## src/rtl/led_sequencer_if.sv

```systemverilog
// Pin bundle for the LED sequencer: raw mode button in, five LED drives out.
// master = board/bench side (drives btn), slave = sequencer side (drives LEDs).
interface led_sequencer_if;
  logic btn;
  logic D1, D2, D3, D4, D5;

  modport master (output btn, input D1, D2, D3, D4, D5);
  modport slave  (input btn, output D1, D2, D3, D4, D5);
endinterface

```

## src/rtl/led_sequencer.sv

```systemverilog
// led_sequencer: button-selectable animation for the iCEstick's five user LEDs.
//   prescaler -> tick, 2-flop button sync -> debounce -> press pulse -> mode FSM
//   modes: ALL_ON -> BOUNCE -> BINARY -> OFF -> ALL_ON
// Optional feature macro: LED_SEQ_PWM_EN (breathing D5 while in ALL_ON).
// All LED outputs come straight from a register and are 0 while rstn is low.
module led_sequencer #(
  parameter int DIV = 1200000,  // prescaler period in clocks, >= 2
  parameter int DEB = 120000    // debounce length in clocks, >= 1
) (
  input  logic          clk,
  input  logic          rstn,
  led_sequencer_if.slave bus
);

  localparam int PW = (DIV > 1) ? $clog2(DIV) : 1;
  localparam int DW = $clog2(DEB + 1);
  localparam logic [PW-1:0] PCNT_MAX = PW'(DIV - 1);
  localparam logic [DW-1:0] DCNT_MAX = DW'(DEB - 1);

  typedef enum logic [1:0] {ALL_ON, BOUNCE, BINARY, OFF} mode_t;

  logic [PW-1:0] pcnt;
  logic          tick;
  logic          sync0, btn_s;
  logic [DW-1:0] dcnt;
  logic          btn_db, btn_db_q;
  logic          press;
  mode_t         mode;
  logic [1:0]    pos;
  logic          dir;       // 0 = up (towards D4), 1 = down (towards D1)
  logic [3:0]    bcnt;
  logic          hb;
  logic [4:0]    led;       // {D5, D4, D3, D2, D1}
  logic [4:0]    led_nxt;
  logic          pwm_d5;

  // Free-running prescaler; tick marks the last count of each period.
  always_ff @(posedge clk or negedge rstn) begin
    if (!rstn)     pcnt <= '0;
    else if (tick) pcnt <= '0;
    else           pcnt <= pcnt + 1'b1;
  end

  assign tick = (pcnt == PCNT_MAX);

  // Two-flop synchronizer for the asynchronous button.
  always_ff @(posedge clk or negedge rstn) begin
    if (!rstn) begin
      sync0 <= 1'b0;
      btn_s <= 1'b0;
    end else begin
      sync0 <= bus.btn;
      btn_s <= sync0;
    end
  end

  // Debounce: btn_db follows btn_s only after DEB consecutive cycles of disagreement.
  always_ff @(posedge clk or negedge rstn) begin
    if (!rstn) begin
      dcnt   <= '0;
      btn_db <= 1'b0;
    end else if (btn_s != btn_db) begin
      if (dcnt == DCNT_MAX) begin
        btn_db <= btn_s;
        dcnt   <= '0;
      end else begin
        dcnt <= dcnt + 1'b1;
      end
    end else begin
      dcnt <= '0;
    end
  end

  // Delayed copy of btn_db for rising-edge detection.
  always_ff @(posedge clk or negedge rstn) begin
    if (!rstn) btn_db_q <= 1'b0;
    else       btn_db_q <= btn_db;
  end

  // Releases are not events; only the debounced rising edge advances the mode.
  assign press = btn_db & ~btn_db_q;

`ifdef LED_SEQ_PWM_EN
  logic [7:0] pwm;
  logic [7:0] duty;
  logic       duty_down;

  // Breathing source: duty ramps 0->255->0, one step per full pwm period.
  always_ff @(posedge clk or negedge rstn) begin
    if (!rstn) begin
      pwm       <= '0;
      duty      <= '0;
      duty_down <= 1'b0;
    end else if (press) begin
      pwm       <= '0;
      duty      <= '0;
      duty_down <= 1'b0;
    end else begin
      pwm <= pwm + 8'd1;
      if (pwm == 8'hFF) begin
        if (!duty_down) begin
          if (duty == 8'hFF) begin
            duty      <= 8'hFE;
            duty_down <= 1'b1;
          end else begin
            duty <= duty + 8'd1;
          end
        end else begin
          if (duty == 8'h00) begin
            duty      <= 8'h01;
            duty_down <= 1'b0;
          end else begin
            duty <= duty - 8'd1;
          end
        end
      end
    end
  end

  assign pwm_d5 = (pwm < duty);
`else
  assign pwm_d5 = 1'b1;
`endif

  // LED image for the current mode and pattern state; registered below.
  always_comb begin
    led_nxt = '0;
    case (mode)
      ALL_ON: led_nxt = {pwm_d5, 4'b1111};
      BOUNCE: led_nxt = {hb, 4'b0001 << pos};
      BINARY: led_nxt = {(bcnt == 4'hF), bcnt};
      OFF:    led_nxt = '0;
      default: led_nxt = '0;
    endcase
  end

  // Mode FSM, pattern state and output register. A press outranks a tick in
  // the same cycle: the mode advances, the pattern clears, the tick is dropped.
  always_ff @(posedge clk or negedge rstn) begin
    if (!rstn) begin
      mode <= ALL_ON;
      pos  <= '0;
      dir  <= 1'b0;
      bcnt <= '0;
      hb   <= 1'b0;
      led  <= '0;
    end else begin
      led <= led_nxt;
      if (press) begin
        case (mode)
          ALL_ON:  mode <= BOUNCE;
          BOUNCE:  mode <= BINARY;
          BINARY:  mode <= OFF;
          default: mode <= ALL_ON;
        endcase
        pos  <= '0;
        dir  <= 1'b0;
        bcnt <= '0;
        hb   <= 1'b0;
      end else if (tick) begin
        case (mode)
          BOUNCE: begin
            hb <= ~hb;
            if (!dir) begin
              if (pos == 2'd3) begin
                pos <= 2'd2;
                dir <= 1'b1;
              end else begin
                pos <= pos + 2'd1;
              end
            end else begin
              if (pos == 2'd0) begin
                pos <= 2'd1;
                dir <= 1'b0;
              end else begin
                pos <= pos - 2'd1;
              end
            end
          end
          BINARY:  bcnt <= bcnt + 4'd1;
          default: ;  // ALL_ON/OFF: pattern holds
        endcase
      end
    end
  end

  assign bus.D1 = led[0];
  assign bus.D2 = led[1];
  assign bus.D3 = led[2];
  assign bus.D4 = led[3];
  assign bus.D5 = led[4];

endmodule
```

## src/flat_wrapper.sv

```systemverilog
// flat-port wrapper written by rule: the top's interface ports become plain ports
module led_sequencer_flat 
#(
  parameter int DIV = 1200000,                                     
  parameter int DEB = 120000                                      
)
  (clk, rstn, bus_btn, bus_D1, bus_D2, bus_D3, bus_D4, bus_D5);
  led_sequencer_if bus_i ();
  input  logic clk;
  input  logic rstn;
  input wire logic [$bits(bus_i.btn)-1:0] bus_btn;
  output wire logic [$bits(bus_i.D1)-1:0] bus_D1;
  output wire logic [$bits(bus_i.D2)-1:0] bus_D2;
  output wire logic [$bits(bus_i.D3)-1:0] bus_D3;
  output wire logic [$bits(bus_i.D4)-1:0] bus_D4;
  output wire logic [$bits(bus_i.D5)-1:0] bus_D5;
  assign bus_i.btn = bus_btn;
  assign bus_D1 = bus_i.D1;
  assign bus_D2 = bus_i.D2;
  assign bus_D3 = bus_i.D3;
  assign bus_D4 = bus_i.D4;
  assign bus_D5 = bus_i.D5;
  led_sequencer #(.DIV(DIV), .DEB(DEB)) u_core (.clk(clk), .rstn(rstn), .bus(bus_i));
endmodule
```

## config.mk

```make
export PLATFORM = sky130hd
export DESIGN_NAME = led_sequencer_flat
export DESIGN_NICKNAME = d
export VERILOG_FILES = /design/src/rtl/led_sequencer_if.sv /design/src/rtl/led_sequencer.sv /design/src/flat_wrapper.sv
export SDC_FILE = /design/constraint.sdc
export NUM_CORES = 1
export LEC_CHECK = 0
export BUFFER_PORTS_ARGS = -buffer_cell sky130_fd_sc_hd__buf_2
export CAP_MARGIN = 10
export CORE_MARGIN = 2
export CORE_UTILIZATION = 45
export CTS_CLUSTER_SIZE = 8
export DETAILED_ROUTE_END_ITERATION = 8
export SYNTH_ARGS = -nofsm -noshare
export SYNTH_HDL_FRONTEND = slang
export SYNTH_SLANG_ARGS = --single-unit
```

## constraint.sdc

```tcl
create_clock -name clk -period 5.91 [get_ports clk]
set_input_delay 0.2955 -clock clk [delete_from_list [all_inputs] [get_ports clk]]
set_output_delay 0.2955 -clock clk [all_outputs]
set_load 0.05 [all_outputs]
```

==> impl_metrics.py <==
metrics = {
    "detailed_routing": {
        "dr.pass1.iters": 4,
        "final_antenna_net_count": 0,
        "wirelength_um": 5060,
        "remaining_drc_errors": 0,
        "wl_per_cell_um": 14.0,
        "vias_per_cell": 5.52,
        "drt_iter0_markers": 112,
        "vias": 1992,
    },
    "setup_path": {
        "crit_chain": "nand4bb_1, or4_1, o31ai_2, o21ba_2",
        "rr_endpoint": "u_core.dcnt[16]",
        "critPathBufInv": 0,
        "critical_path.startpoint": "u_core.dcnt[6]",
        "cp.depth": 4,
        "max_stage_delay_ns": 0.95,
        "reg2reg_slack_ns": 3.44,
        "crit_fanout": 17,
        "worstPathRequired_ns": 6.15,
        "critPathKind": "reg2reg",
        "crit_path_start_kind": "flip-flop",
        "cp-end-kind": "flip-flop",
        "crit_family": "compound AO/OA/AOI/OAI gates",
        "regToRegStartpoint": "u_core.dcnt[6]",
        "reg2reg_depth": 4,
        "critPathArrivalTime_ns": 2.71,
        "slowest_stage": "o31ai_2",
    },
    "logic_synthesis": {
        "synth_area_leader_cell": "dfrtp_1",
        "syn_inst": 266,
        "synth_seq_area_share": 0.518,
        "synth-async-reset-ratio": 1.00,
        "yosys_warnings": 0,
        "synth_most_common_cell": "dfrtp_1",
        "syn-num-nets": 276,
        "synth_seq_cells": 57,
        "synth_area_sq_mm": 0.00275,
        "netlist_top_cells_count": "dfrtp_1 (57), nor2_1 (28), xnor2_1 (20)",
        "synth_top_area_frac": 0.518,
        "synth_area_leaders": "dfrtp_1 (52%), xnor2_1 (6.4%), nor2_1 (3.8%)",
        "synth_edf_count": 0,
        "ys.flop_type": "dfrtp_1",
        "synth_cell_types": 40,
        "avgSynthCellArea_sq_um": 10.4,
    },
    "clock_tree": {
        "clock_tree.root_cell": "clkbuf_8",
        "cts_tree": "built",
        "clockBufferDepth": 2,
        "htreeDepth": 3,
        "hold_buffers": 0,
        "numCtsBuffers": 9,
        "cts-resized-gates": 0,
        "cts_setup_buffers": 0,
        "path_clk_slew_ns": 0.07,
        "insertion_delay_ns": 0.34,
        "clkSinkCount": 57,
    },
    "power": {
        "power.leakage_uw": 0.00129,
        "p_per_area_mw_per_mm2": 236,
        "irDropWorstVdd_mv": 0.170,
    },
    "cells_and_area": {
        "fillers": 531,
        "syn_to_final_growth_pct": 10.3,
        "final_area_sq_mm": 0.00304,
        "antennaDiodeCount": 0,
        "fin_nets": 291,
        "drive_gt1_frac": 0.105,
    },
    "floorplan": {
        "start_util": 0.465,
        "ioPinCount": 8,
        "placementRows": 28,
        "die_w_um": 82.2,
        "die-area_sq_mm": 0.00676,
        "core-area_sq_mm": 0.00592,
        "die_y_um": 82.2,
    },
    "timing": {
        "min_period_over_period": 0.419,
        "worstMarginPinSlew_ns": 1.18,
        "rsz0062_at_grt": "false",
        "fmax_mhz": 404,
        "period_minus_slack_ns": 2.47,
        "slew_headroom": 0.206,
        "drv_slew": 0,
        "hold_viol": 0,
        "tns_ns": 0,
        "finClkSkew_ns": 0.0144,
        "setup_viol": 0,
    },
    "grt": {
        "track_usage": 0.179,
        "grt_max_degree": 58,
        "grt_pass1_wl_um": 9190,
        "grt-ovfl-total": 0,
        "antenna_found_initial": 0,
        "grt_pass1_vias": 1933,
    },
    "flow_run": {
        "maxCapViolations": 0,
    },
    "placed_design": {
        "gp_congestion": 0.794,
        "placed_area_sq_mm": 0.00287,
        "io_buffers": 7,
        "hpwl_um": 3370,
    },
    "status": {
        "status": "finished clean",
    },
    "min_path": {
        "min_path_cells": 1,
        "hold_path_end": "u_core.sync0",
        "holdCritPathClass": "in2reg",
        "holdCritStartpoint": "bus_btn",
    },
}
## layout by cell type (no fill, tap or decap), drive strengths merged, types with 9 or more instances in the layout
cell type  netlist  final
dfrtp           57     57
nor2            28     28
xnor2           20     20
nand3           19     19
nand2           18     18
nand4           10     10
xor2            10     10
nor3            10     10
clkbuf           2     10
inv              9      9
nor4             9      9
## cells by family (layout without fill, tap and decap cells)
family / Yosys count / in the layout / share of synthesized area
flip-flops: 57 / 57 / 0.518
buffers and inverters: 13 / 33 / 0.0182
multiplexers: 5 / 5 / 0.0186
AND/OR/NAND/NOR: 125 / 125 / 0.245
AO/OA/AOI/OAI: 29 / 29 / 0.0732
XOR/XNOR: 30 / 30 / 0.0954
adder cells (fa/ha/maj): 7 / 7 / 0.0318
## flip-flops by register name, summed over array words and instances (netlist names)
| signal | count |
|---|---|
| u_core.dcnt | 17 |
| u_core.hb | 1 |
| u_core.dir | 1 |
| u_core.led | 5 |
| u_core.btn_s | 1 |
| u_core.mode | 2 |
| u_core.sync0 | 1 |
| u_core.btn_db_q | 1 |
| u_core.btn_db | 1 |
| u_core.pos | 2 |
| u_core.bcnt | 4 |
| u_core.pcnt | 21 |
## where the power goes
part | leakage, uW | internal, uW | switching (uW)
Sequential | 0.000749 | 392 | 2.70
Clock | 0.0000818 | 149 | 159
Combinational | 0.000457 | 3.02 | 11.2
## per-stage QoR
stage | setup slack (ns) | utilization | instances | hold WS (ns) | power (uW)
floorplan | 3.79 | - | 266 | -0.0000911 | 407
global placement | 3.47 | 0.485 | 345 | 0.372 | 417
detailed placement | 3.41 | 0.485 | 345 | 0.374 | 417
CTS | 3.41 | 0.513 | 361 | 0.0584 | 728
global route | 3.28 | 0.513 | 361 | 0.0574 | 750
finish | 3.44 | 0.513 | 361 | 0.0719 | 717
## layout make-up
type | count | area [sq um] | share of cell area
Timing Repair Buffer | 8 | 42.5 | 0.0140
Clock buffer | 10 | 128 | 0.0420
Multi-Input combinational cell | 196 | 1280 | 0.421
Tap cell | 75 | 93.8 | 0.0309
Clock inverter | 6 | 35.0 | 0.0115
Sequential cell | 57 | 1430 | 0.470
Inverter | 9 | 33.8 | 0.0111
## worst max path at each step
stage | endpoint
finish | u_core.dcnt[16]
global route | u_core.dcnt[16]
CTS | u_core.dcnt[16]
detailed placement | u_core.dcnt[16]
global placement | u_core.dcnt[16]
floorplan | u_core.bcnt[0]
## layer usage
metal | routed length, um | part of all wire | track usage | up-vias
li1 | - | - | - | 988
met3 | 203 | 0.040 | 0.0652 | 8
met2 | 2200 | 0.43 | 0.263 | 25
met1 | 2580 | 0.51 | 0.249 | 971
met4 | 74 | 0.015 | 0.0500 | 0
met5 | 0 | 0 | 0 | -
Power figures use the tool's default switching activity.
